--- src/rtl/iobus_pkg.sv ---
// iobus_pkg: shared types and constants for the MCS IO bus router and the
// peripheral cores that sit behind it.
package iobus_pkg;

  // Read data returned for unmapped addresses and forced completions.
  localparam logic [31:0] IOBUS_ERR_DATA = 32'hffffffff;

  // Router transaction FSM.
  typedef enum logic [1:0] {
    IDLE = 2'd0,
    BUSY = 2'd1,
    RESP = 2'd2
  } iobus_router_state_t;

  // Transfer direction, latched at decode time.
  typedef enum logic {
    IOBUS_READ  = 1'b0,
    IOBUS_WRITE = 1'b1
  } iobus_dir_t;

  // Strobe bundle as seen by a single slave core.
  typedef struct packed {
    logic addr_strobe;
    logic read_strobe;
    logic write_strobe;
  } iobus_strobe_t;

  // Width of an index able to address n items, never less than one bit.
  function automatic int iobus_idx_w(input int n);
    return (n > 1) ? $clog2(n) : 1;
  endfunction

endpackage

--- src/rtl/iobus_router_if.sv ---
// iobus_router_if: MCS IO bus on the master side plus the fanned-out
// per-slave strobe/response bus, bundled for the router.
//
// Handshake: the master issues io_addr_strobe together with exactly one of
// io_read_strobe/io_write_strobe as a one-cycle pulse and issues nothing else
// until io_ready pulses for one cycle; io_read_data is meaningful only in
// that io_ready cycle. Towards slave k the router pulses s_addr_strobe[k]
// with s_read_strobe[k] or s_write_strobe[k] for one cycle, and slave k
// completes with a one-cycle s_ready[k] (carrying read data in its slot of
// s_read_data) in that cycle or any later one. bus_err pulses only together
// with io_ready.
interface iobus_router_if #(
  parameter int SLAVE_COUNT = 4,
  parameter int OFFSET_W    = 12
);
  logic                      io_addr_strobe;
  logic                      io_read_strobe;
  logic                      io_write_strobe;
  logic [31:0]               io_address;
  logic [3:0]                io_byte_enable;
  logic [31:0]               io_write_data;
  logic [31:0]               io_read_data;
  logic                      io_ready;
  logic                      bus_err;

  logic [SLAVE_COUNT-1:0]    s_addr_strobe;
  logic [SLAVE_COUNT-1:0]    s_read_strobe;
  logic [SLAVE_COUNT-1:0]    s_write_strobe;
  logic [OFFSET_W-1:0]       s_address;
  logic [3:0]                s_byte_enable;
  logic [31:0]               s_write_data;
  logic [32*SLAVE_COUNT-1:0] s_read_data;
  logic [SLAVE_COUNT-1:0]    s_ready;

  // Router view: slave of the MCS, driver of the peripheral strobes.
  modport slave (
    input  io_addr_strobe, io_read_strobe, io_write_strobe,
    input  io_address, io_byte_enable, io_write_data,
    output io_read_data, io_ready, bus_err,
    output s_addr_strobe, s_read_strobe, s_write_strobe,
    output s_address, s_byte_enable, s_write_data,
    input  s_read_data, s_ready
  );

  // Environment view: MCS master plus the peripheral responders.
  modport master (
    output io_addr_strobe, io_read_strobe, io_write_strobe,
    output io_address, io_byte_enable, io_write_data,
    input  io_read_data, io_ready, bus_err,
    input  s_addr_strobe, s_read_strobe, s_write_strobe,
    input  s_address, s_byte_enable, s_write_data,
    output s_read_data, s_ready
  );
endinterface

--- src/rtl/iobus_addr_decode.sv ---
// iobus_addr_decode: combinational window decode. Addresses below the base
// are caught by the borrow of the 33-bit subtraction; addresses above the
// last window are caught by the window index compare, so nothing aliases.
module iobus_addr_decode
  import iobus_pkg::*;
#(
  parameter logic [31:0] BASE_ADDRESS   = 32'hC0000000,
  parameter logic [31:0] ADDRESS_STRIDE = 32'h1000,
  parameter int          SLAVE_COUNT    = 4,
  localparam int         OFFSET_W       = $clog2(ADDRESS_STRIDE),
  localparam int         SEL_W          = iobus_idx_w(SLAVE_COUNT)
) (
  input  logic [31:0]         i_address,
  output logic                o_hit,
  output logic [SEL_W-1:0]    o_sel,
  output logic [OFFSET_W-1:0] o_offset
);

  logic [32:0] w_diff;
  logic [31:0] w_window;

  assign w_diff   = {1'b0, i_address} - {1'b0, BASE_ADDRESS};
  assign w_window = w_diff[31:0] >> OFFSET_W;
  assign o_hit    = ~w_diff[32] & (w_window < 32'(SLAVE_COUNT));
  assign o_sel    = w_window[SEL_W-1:0];
  assign o_offset = w_diff[OFFSET_W-1:0];

endmodule

--- src/rtl/iobus_router.sv ---
// iobus_router: routes one MCS IO transaction at a time to one of
// SLAVE_COUNT equally strided slave windows and returns its response.
// Unmapped addresses complete immediately with IOBUS_ERR_DATA and bus_err.
// Optional feature macro: IOBUS_ROUTER_TIMEOUT_EN -- forces an error
// completion after TIMEOUT_CYCLES busy cycles without a slave response.
module iobus_router
  import iobus_pkg::*;
#(
  parameter logic [31:0] BASE_ADDRESS   = 32'hC0000000,
  parameter logic [31:0] ADDRESS_STRIDE = 32'h1000,
  parameter int          SLAVE_COUNT    = 4,
  parameter int          TIMEOUT_CYCLES = 256
) (
  input  logic                io_clk,
  input  logic                io_rst,
  iobus_router_if.slave       bus,
  output iobus_router_state_t o_dbg_state
);

  localparam int OFFSET_W = $clog2(ADDRESS_STRIDE);
  localparam int SEL_W    = iobus_idx_w(SLAVE_COUNT);

  // Elaboration-time sanity check of the configuration.
  if ((SLAVE_COUNT < 1) || (SLAVE_COUNT > 16) || (ADDRESS_STRIDE < 32'd4) ||
      ((ADDRESS_STRIDE & (ADDRESS_STRIDE - 32'd1)) != 32'd0) ||
      (TIMEOUT_CYCLES < 1)) begin : g_bad_params
    $error("iobus_router: illegal parameter combination");
  end

  iobus_router_state_t    r_state;
  logic [SEL_W-1:0]       r_sel;
  iobus_dir_t             r_dir;
  logic                   r_io_ready;
  logic                   r_bus_err;
  logic [31:0]            r_io_read_data;
  logic [SLAVE_COUNT-1:0] r_s_addr_strobe;
  logic [SLAVE_COUNT-1:0] r_s_read_strobe;
  logic [SLAVE_COUNT-1:0] r_s_write_strobe;
  logic [OFFSET_W-1:0]    r_s_address;
  logic [3:0]             r_s_byte_enable;
  logic [31:0]            r_s_write_data;

  logic                   w_hit;
  logic [SEL_W-1:0]       w_sel;
  logic [OFFSET_W-1:0]    w_offset;
  logic                   w_req;
  logic [SLAVE_COUNT-1:0] w_sel_onehot;
  logic                   w_sel_ready;
  logic [31:0]            w_sel_rdata;

`ifdef IOBUS_ROUTER_TIMEOUT_EN
  localparam int               CNT_W    = iobus_idx_w(TIMEOUT_CYCLES);
  localparam logic [CNT_W-1:0] CNT_LAST = CNT_W'(TIMEOUT_CYCLES - 1);
  logic [CNT_W-1:0] r_tmo_cnt;
`endif

  iobus_addr_decode #(
    .BASE_ADDRESS  (BASE_ADDRESS),
    .ADDRESS_STRIDE(ADDRESS_STRIDE),
    .SLAVE_COUNT   (SLAVE_COUNT)
  ) u_decode (
    .i_address(bus.io_address),
    .o_hit    (w_hit),
    .o_sel    (w_sel),
    .o_offset (w_offset)
  );

  assign w_req        = bus.io_addr_strobe & (bus.io_read_strobe | bus.io_write_strobe);
  assign w_sel_onehot = SLAVE_COUNT'(1) << w_sel;
  assign w_sel_ready  = bus.s_ready[r_sel];
  assign w_sel_rdata  = bus.s_read_data[r_sel*32 +: 32];

  // Transaction FSM: decode in IDLE, one strobe cycle then wait in BUSY,
  // one-cycle completion pulse in RESP. All bus outputs are registered here.
  always_ff @(posedge io_clk) begin
    if (io_rst) begin
      r_state          <= IDLE;
      r_sel            <= '0;
      r_dir            <= IOBUS_READ;
      r_io_ready       <= 1'b0;
      r_bus_err        <= 1'b0;
      r_io_read_data   <= '0;
      r_s_addr_strobe  <= '0;
      r_s_read_strobe  <= '0;
      r_s_write_strobe <= '0;
      r_s_address      <= '0;
      r_s_byte_enable  <= '0;
      r_s_write_data   <= '0;
`ifdef IOBUS_ROUTER_TIMEOUT_EN
      r_tmo_cnt        <= '0;
`endif
    end else begin
      // Pulses last exactly one cycle unless re-asserted below.
      r_io_ready       <= 1'b0;
      r_bus_err        <= 1'b0;
      r_s_addr_strobe  <= '0;
      r_s_read_strobe  <= '0;
      r_s_write_strobe <= '0;
      case (r_state)
        IDLE: begin
          if (w_req) begin
            if (w_hit) begin
              r_sel           <= w_sel;
              r_dir           <= bus.io_write_strobe ? IOBUS_WRITE : IOBUS_READ;
              r_s_address     <= w_offset;
              r_s_byte_enable <= bus.io_byte_enable;
              r_s_write_data  <= bus.io_write_data;
              r_s_addr_strobe <= w_sel_onehot;
              if (bus.io_write_strobe) r_s_write_strobe <= w_sel_onehot;
              else                     r_s_read_strobe  <= w_sel_onehot;
`ifdef IOBUS_ROUTER_TIMEOUT_EN
              r_tmo_cnt       <= '0;
`endif
              r_state         <= BUSY;
            end else begin
              // Miss: slave-side registers keep their values, the write is dropped.
              r_io_ready     <= 1'b1;
              r_bus_err      <= 1'b1;
              r_io_read_data <= IOBUS_ERR_DATA;
              r_state        <= RESP;
            end
          end
        end
        BUSY: begin
          // A response in the last counted cycle still wins over the timeout.
          if (w_sel_ready) begin
            r_io_ready     <= 1'b1;
            r_io_read_data <= w_sel_rdata;
            r_state        <= RESP;
          end
`ifdef IOBUS_ROUTER_TIMEOUT_EN
          else if (r_tmo_cnt == CNT_LAST) begin
            r_io_ready     <= 1'b1;
            r_bus_err      <= 1'b1;
            r_io_read_data <= IOBUS_ERR_DATA;
            r_state        <= RESP;
          end else begin
            r_tmo_cnt <= r_tmo_cnt + 1'b1;
          end
`endif
        end
        RESP:    r_state <= IDLE;
        default: r_state <= IDLE;
      endcase
    end
  end

  assign bus.io_ready       = r_io_ready;
  assign bus.io_read_data   = r_io_read_data;
  assign bus.bus_err        = r_bus_err;
  assign bus.s_addr_strobe  = r_s_addr_strobe;
  assign bus.s_read_strobe  = r_s_read_strobe;
  assign bus.s_write_strobe = r_s_write_strobe;
  assign bus.s_address      = r_s_address;
  assign bus.s_byte_enable  = r_s_byte_enable;
  assign bus.s_write_data   = r_s_write_data;
  assign o_dbg_state        = r_state;

endmodule

--- src/flat_wrapper.sv ---
// flat-port wrapper written by rule: the top's interface ports become plain ports
module iobus_router_flat import iobus_pkg::*;
#(
  parameter logic [31:0] BASE_ADDRESS   = 32'hC0000000,
  parameter logic [31:0] ADDRESS_STRIDE = 32'h1000,
  parameter int          SLAVE_COUNT    = 4,
  parameter int          TIMEOUT_CYCLES = 256
)
  (io_clk, io_rst, o_dbg_state, bus_io_addr_strobe, bus_io_read_strobe, bus_io_write_strobe, bus_io_address, bus_io_byte_enable, bus_io_write_data, bus_io_read_data, bus_io_ready, bus_bus_err, bus_s_addr_strobe, bus_s_read_strobe, bus_s_write_strobe, bus_s_address, bus_s_byte_enable, bus_s_write_data, bus_s_read_data, bus_s_ready);
  iobus_router_if #(.SLAVE_COUNT(SLAVE_COUNT), .OFFSET_W((12))) bus_i ();
  input  logic io_clk;
  input  logic io_rst;
  output iobus_router_state_t o_dbg_state;
  input wire logic [$bits(bus_i.io_addr_strobe)-1:0] bus_io_addr_strobe;
  input wire logic [$bits(bus_i.io_read_strobe)-1:0] bus_io_read_strobe;
  input wire logic [$bits(bus_i.io_write_strobe)-1:0] bus_io_write_strobe;
  input wire logic [$bits(bus_i.io_address)-1:0] bus_io_address;
  input wire logic [$bits(bus_i.io_byte_enable)-1:0] bus_io_byte_enable;
  input wire logic [$bits(bus_i.io_write_data)-1:0] bus_io_write_data;
  output wire logic [$bits(bus_i.io_read_data)-1:0] bus_io_read_data;
  output wire logic [$bits(bus_i.io_ready)-1:0] bus_io_ready;
  output wire logic [$bits(bus_i.bus_err)-1:0] bus_bus_err;
  output wire logic [$bits(bus_i.s_addr_strobe)-1:0] bus_s_addr_strobe;
  output wire logic [$bits(bus_i.s_read_strobe)-1:0] bus_s_read_strobe;
  output wire logic [$bits(bus_i.s_write_strobe)-1:0] bus_s_write_strobe;
  output wire logic [$bits(bus_i.s_address)-1:0] bus_s_address;
  output wire logic [$bits(bus_i.s_byte_enable)-1:0] bus_s_byte_enable;
  output wire logic [$bits(bus_i.s_write_data)-1:0] bus_s_write_data;
  input wire logic [$bits(bus_i.s_read_data)-1:0] bus_s_read_data;
  input wire logic [$bits(bus_i.s_ready)-1:0] bus_s_ready;
  assign bus_i.io_addr_strobe = bus_io_addr_strobe;
  assign bus_i.io_read_strobe = bus_io_read_strobe;
  assign bus_i.io_write_strobe = bus_io_write_strobe;
  assign bus_i.io_address = bus_io_address;
  assign bus_i.io_byte_enable = bus_io_byte_enable;
  assign bus_i.io_write_data = bus_io_write_data;
  assign bus_io_read_data = bus_i.io_read_data;
  assign bus_io_ready = bus_i.io_ready;
  assign bus_bus_err = bus_i.bus_err;
  assign bus_s_addr_strobe = bus_i.s_addr_strobe;
  assign bus_s_read_strobe = bus_i.s_read_strobe;
  assign bus_s_write_strobe = bus_i.s_write_strobe;
  assign bus_s_address = bus_i.s_address;
  assign bus_s_byte_enable = bus_i.s_byte_enable;
  assign bus_s_write_data = bus_i.s_write_data;
  assign bus_i.s_read_data = bus_s_read_data;
  assign bus_i.s_ready = bus_s_ready;
  iobus_router #(.BASE_ADDRESS(BASE_ADDRESS), .ADDRESS_STRIDE(ADDRESS_STRIDE), .SLAVE_COUNT(SLAVE_COUNT), .TIMEOUT_CYCLES(TIMEOUT_CYCLES)) u_core (.io_clk(io_clk), .io_rst(io_rst), .bus(bus_i), .o_dbg_state(o_dbg_state));
endmodule
--- config.mk ---
export PLATFORM = sky130hd
export DESIGN_NAME = iobus_router_flat
export DESIGN_NICKNAME = d
export VERILOG_FILES = /design/src/rtl/iobus_pkg.sv /design/src/rtl/iobus_router_if.sv /design/src/rtl/iobus_addr_decode.sv /design/src/rtl/iobus_router.sv /design/src/flat_wrapper.sv
export SDC_FILE = /design/constraint.sdc
export NUM_CORES = 1
export LEC_CHECK = 0
export BUFFER_PORTS_ARGS = -buffer_cell sky130_fd_sc_hd__buf_4
export CAP_MARGIN = 20
export CORE_MARGIN = 3
export CORE_UTILIZATION = 30
export CTS_BUF_LIST = sky130_fd_sc_hd__clkbuf_16
export CTS_CLUSTER_SIZE = 14
export DETAILED_ROUTE_END_ITERATION = 6
export PLACE_DENSITY = 0.59
export SLEW_MARGIN = 10
export SYNTH_ARGS = -nofsm -noshare
export SYNTH_HDL_FRONTEND = slang
export SYNTH_HIERARCHICAL = 1
export SYNTH_SLANG_ARGS = --single-unit
--- constraint.sdc ---
create_clock -name io_clk -period 3.3 [get_ports io_clk]
set_input_delay 0.165 -clock io_clk [delete_from_list [all_inputs] [get_ports io_clk]]
set_output_delay 0.165 -clock io_clk [all_outputs]
set_load 0.1 [all_outputs]
Word-level counts from Yosys, hierarchy flattened. Cells that the tools add are included.

Add/subtract/negate cells: 1. Reduce and logical (&&, ||, !) cells: 9. Equality and inequality tests: 4. Shift-type cells: 2. Muxes and demuxes: 14. Bitwise operators: 8. Order comparisons: 2.

Operators with widths (count): 128-bit by 8-bit indexed part select with 32-bit output (1); 32-bit two-way mux (3); 32-bit one-hot mux with 2 select lines (1); 32-bit by 32-bit subtractor with 33-bit output (second input constant) (1); 20-bit by 3-bit < comparator with 1-bit output (second input constant) (1); 5-bit OR reduction (2); 2-bit two-way mux (3); 1-bit inverter (5); 1-bit two-way mux (4); 2-bit by 1-bit inequality test with 1-bit output (second input constant) (2); 2-bit one-hot mux with 2 select lines (1); 4-bit AND reduction (1); 4-bit OR reduction (1); 1-bit by 2-bit left shift with 4-bit output (first input constant) (1); 2-bit by 3-bit < comparator with 1-bit output (second input constant) (1); 3-bit AND reduction (1); 1-bit bitwise AND (2); 1-bit binary-select mux with 2-bit select (1); 2-bit by 1-bit == test with 1-bit output (second input constant) (1); 2-bit logical NOT (1); 2-bit inequality test (second input constant) (1); 1-bit one-hot mux with 2 select lines (1); 2-bit AND reduction (1); 2-bit nonzero test (1); 2 further kinds (2).

Bits of input ports: 205. Word-level logic and storage cells: 51. Register bits after elaboration: 98. Output and inout port bits: 96.

Depth between registers and ports, before layout.
Depth in word-level cells: 6. Gate-level depth with buffers: 9. Mapped depth without buffers: 7.

Modules after synthesis. The synthesis kept the hierarchy.

By module, submodules not included: iobus_router (area an instance 4347.9 um2, cells each 450, times used 1, seq. area each 1961.9 um2); iobus_addr_decode (area an instance 148.9 um2, cells each 21, times used 1, seq. area each 0.0 um2).

Least setup slack after synthesis. OpenSTA, ideal clock, no wires.

Path kind: register to register. Start point: register u_core.r_state[0] (netlist: u_core/o_dbg_state[0]). End point: register u_core.r_io_read_data[10] (netlist: u_core/bus.io_read_data[10]). Path buffers: 2. Arrival: 2.056 ns. Stages on the path, launching flop included: 7. Data required time: 3.154 ns. Library setup time: 0.146 ns. Path slack: 1.098 ns. Clock period less this slack: 2.202 ns. Path through: dfxtp_1 > or3b_1 > o22a_1 > buf_6 > buf_6 > nor2_1 > a211oi_2.

Cells in the longest elaborated chain, start to end: 3.

Ends and longest elaborated chain: start, declared (RTL line iobus_router.sv:30) `iobus_router_state_t r_state;`; start signal, assigned (RTL line iobus_router.sv:77) `r_state <= IDLE;`; start signal, assigned (RTL line iobus_router.sv:114) `r_state <= BUSY;`; start signal, assigned (RTL line iobus_router.sv:120) `r_state <= RESP;`; 2-bit by 1-bit == test with 1-bit output or 2-bit logical NOT (tied branches) (RTL line iobus_router.sv:99) `case (r_state)`; 2-bit by 1-bit inequality test with 1-bit output (no line), or another cell as far along; 4-bit AND reduction (no line); end signal, assigned (RTL line iobus_router.sv:128) `r_io_read_data <= w_sel_rdata;`; end, declared (RTL line iobus_router.sv:35) `logic [31:0] r_io_read_data;`.

Parallel ways exist; a longest one is shown, timed or not. A chain may end at the register's enable or synchronous reset.

Worst setup path in the final report.
Start point: register u_core.r_sel[0]. End point: register u_core.r_io_read_data[11] (netlist: u_core/bus.io_read_data[11]).

Cells in the longest elaborated chain, start to end: 4.

Ends and longest elaborated chain: start, declared (RTL line iobus_router.sv:31) `logic [SEL_W-1:0] r_sel;`; start signal, assigned (RTL line iobus_router.sv:103) `r_sel <= w_sel;`; parallel branches: the longest is 4 deep, another holds 128-bit by 8-bit indexed part select with 32-bit output.

Parallel ways; which one is timed is not known. The select of a mux whose other input is x is not followed.

==> impl_metrics.env <==
export IMPL_critical_path_peak_fanout=32
export IMPL_relSlewSlack_pct=44.3
export IMPL_grt_first_pass_wirelength_mm=23.0
export IMPL_avgSynthCellArea_um2=9.55
export IMPL_synth_xor_area_share_pct=0
export IMPL_final_antenna_net_count=0
export IMPL_synth_simple_area_share_pct=18.2
export IMPL_rsz0062_at_grt="no"
export IMPL_fmax_mhz=452
export IMPL_core_area_um2=14600
export IMPL_rr_startpoint="u_core/r_sel[0]$_SDFFE_PP0P_"
export IMPL_rows=44
export IMPL_wl_mm=15.3
export IMPL_fp_dieH_um=128
export IMPL_cts_tree="built"
export IMPL_crit_path_start="u_core/r_sel[0]$_SDFFE_PP0P_"
export IMPL_cp_arrival_ns=2.47
export IMPL_finalClockSkew_ns=0.00574
export IMPL_power_share_sequential_pct=41.9
export IMPL_cp_start_kind="flop"
export IMPL_reg2reg_depth=5
export IMPL_clkPwrFrac_pct=36.7
export IMPL_path_class="flop to flop"
export IMPL_ys_seq_elements=98
export IMPL_end_kind="flop"
export IMPL_cp_required_ns=3.56
export IMPL_syn_cell_area_um2=4500
export IMPL_swShare_pct=29.6
export IMPL_final_area_um2=7070
export IMPL_antenna_found_initial=0
export IMPL_p_comb_share_pct=21.3
export IMPL_postSynthCellCount=471
export IMPL_r2r_setup_slack_ns=1.09
export IMPL_final_max_slew_viol_count=0
export IMPL_peakVddDrop_uv=188
export IMPL_final_layout_size_suffix_gt1_share_pct=52.6
export IMPL_die_w_um=128
export IMPL_internal_power_mw=2.08
export IMPL_via_per_inst=4.79
export IMPL_ys_top_cells_by_area="dfxtp_1, mux4_2, nand2_1"
export IMPL_synth_flop_cell="dfxtp_1"
export IMPL_clk_pin_slew_ns=0.07
export IMPL_drc=0
export IMPL_hold_viol_final=0
export IMPL_cts_sinks=98
export IMPL_dp_hpwl_mm=11.7
export IMPL_drt_iter0_markers=199
export IMPL_cap_violations=0
export IMPL_synth_top_area_share_pct=43.6
export IMPL_min_period_ns=2.21
export IMPL_outcome="complete, no violations"
export IMPL_insertion_delay_ns=0.35
export IMPL_post_cts_resized=0
export IMPL_cts_hold_buf=0
export IMPL_n_antenna_cell=0
export IMPL_yosysTopAreaCell="dfxtp_1"
export IMPL_ys_seq_area_share_pct=43.6
export IMPL_synth_area_mux_share_pct=16.7
export IMPL_p_leak_nw=2.99
export IMPL_timing_rr_end="u_core/bus.io_read_data[11]$_SDFFE_PP0P_"
export IMPL_ios=301
export IMPL_powerDensity_nw_per_um2=417
export IMPL_hp_class="input port to flop"
export IMPL_synth_compound_area_share_pct=14.6
export IMPL_tns_ns=0
export IMPL_tightest_slew_ns=0.836
export IMPL_grt_usage_pct=17.6
export IMPL_grt_max_degree=75
export IMPL_grt_pass1_vias=4510
export IMPL_syn_nets=676
export IMPL_postCtsSetupRepairBufs=0
export IMPL_cts_root_buffer="clkbuf_16"
export IMPL_initial_core_util_pct=30.8
export IMPL_crit_end="u_core/bus.io_read_data[11]$_SDFFE_PP0P_"
export IMPL_finalCritPeriodShare_pct=67.1
export IMPL_synthArstFlopShare_pct=0
export IMPL_first_pass_iters=4
export IMPL_avgRoutedWirePerCell_um=16.5
export IMPL_p_sw_mw=0.871
export IMPL_vias=4435
export IMPL_finalNetCount=942
export IMPL_cts_buffers=9
export IMPL_yosysWarnings=6
export IMPL_clockBufferDepth=2
export IMPL_finalSetupViolCount=0
export IMPL_synth_edff_count=0
export IMPL_die_area_um2=16500
export IMPL_port_buffers=300
export IMPL_placed_area_um2=6770
export IMPL_gr_total_overflow=0
export IMPL_synth_top_family_by_area="simple AND/OR/NAND/NOR gates"
export IMPL_synthAdderAreaFrac_pct=0
export IMPL_yosysUniqueCellTypes=26
export IMPL_ctsHtreeMaxLevel=3
export IMPL_synthToLayoutAreaGrowth_pct=57.3
export IMPL_place_congestion=0.795
## flip-flops by register name (all words and copies together), names as in the netlist
register / flops
u_core/bus.bus_err: 1
u_core/bus.io_read_data: 32
u_core/bus.io_ready: 1
u_core/bus.s_addr_strobe: 4
u_core/bus.s_address: 12
u_core/bus.s_byte_enable: 4
u_core/bus.s_read_strobe: 4
u_core/bus.s_write_data: 32
u_core/bus.s_write_strobe: 4
u_core/o_dbg_state: 2
u_core/r_sel: 2
## cells in the mapped netlist, types with 2 or more instances
library cell	n
nor4_1	3
nand2_1	102
or4_1	2
a211oi_1	4
nor2_1	74
mux4_2	32
buf_1	3
nand3b_1	2
nand2b_1	3
nor4_2	2
buf_6	5
buf_4	17
dfxtp_1	98
mux2i_1	3
buf_2	6
a211oi_2	28
a21oi_1	53
clkbuf_1	22
nor3_1	5
## cell type report
class                      instances  area, um2
clock buffer                       9        225
clock inverter                     7       81.3
fill                            1414       7520
inverter                           1       3.75
multi-input combinational        319       2240
sequential                        98       1960
tap                              184        230
timing repair buffer             308       2320
## power groups by stage
stage	logic, mW	clock network (mW)	registers, mW
2_1_floorplan	0.129	0	1.51
3_3_place_gp	0.626	0	1.26
3_5_place_dp	0.632	0	1.26
4_1_cts	0.633	1.13	1.24
5_1_grt	0.660	1.17	1.24
6_report	0.629	1.08	1.24
## metal layers
metal,up-vias,routed length [um],global-route usage [%]
li1,2152,-,-
met1,2058,5720,20.2
met2,208,7400,29.6
met3,17,1840,7.39
met4,0,295,6.18
met5,-,0,0
## cell usage in the layout, fill, tap and decap left out, drive strengths merged
cell type / n
nand2b: 3
or3b: 2
dfxtp: 98
inv: 5
clkbuf: 9
nand3b: 2
nor4bb: 1
nor2: 74
mux2i: 3
nor4: 5
buf: 308
o22a: 1
or3: 1
a211oi: 32
clkinv: 2
nand2: 102
a21oi: 53
bufinv: 1
nor3: 5
nand4: 1
or4: 2
mux4: 32
## per-stage QoR
| stage | total power [mW] | setup slack (ns) | hold slack, ns | cells | util (%) |
|---|---|---|---|---|---|
| final | 2.95 | 1.09 | 0.0362 | 926 | 48.5 |
| after floorplan | 1.64 | 1.10 | 0.301 | 471 | - |
| after CTS | 3.00 | 1.02 | 0.0181 | 926 | 48.5 |
| after global placement | 1.89 | 1.01 | 0.388 | 910 | 46.4 |
| after global routing | 3.07 | 0.822 | 0.0281 | 926 | 48.5 |
| after detailed placement | 1.90 | 0.984 | 0.400 | 910 | 46.4 |
## worst max-delay path, stage by stage, from the launching register on
cell	delay, ns
dfxtp_2	0.66
mux2i_1	0.28
o22a_2	0.61
buf_12	0.28
nor2_1	0.09
a211oi_2	0.20
## worst min path at each step
stage,startpoint,to,slack [ns],depth (start not counted)
after floorplan,bus_io_byte_enable[3],u_core/bus.s_byte_enable[3]$_SDFFE_PP0P_,0.30,2
after global placement,bus_io_address[13],u_core/bus.s_write_strobe[0]$_SDFF_PP0_,0.39,2
after detailed placement,bus_io_address[12],u_core/bus.s_read_strobe[0]$_SDFF_PP0_,0.40,2
after CTS,bus_io_address[13],u_core/bus.s_read_strobe[0]$_SDFF_PP0_,0.02,2
after global routing,bus_io_address[13],u_core/bus.s_read_strobe[0]$_SDFF_PP0_,0.03,2
final,bus_io_address[12],u_core/bus.s_read_strobe[0]$_SDFF_PP0_,0.04,2
## cell families after synthesis
family / count (synthesis)
AO/OA/AOI/OAI: 86
multiplexers: 35
buffers and inverters: 54
flip-flops: 98
AND/OR/NAND/NOR: 198
No activity file was read; power rests on OpenSTA's default activity.
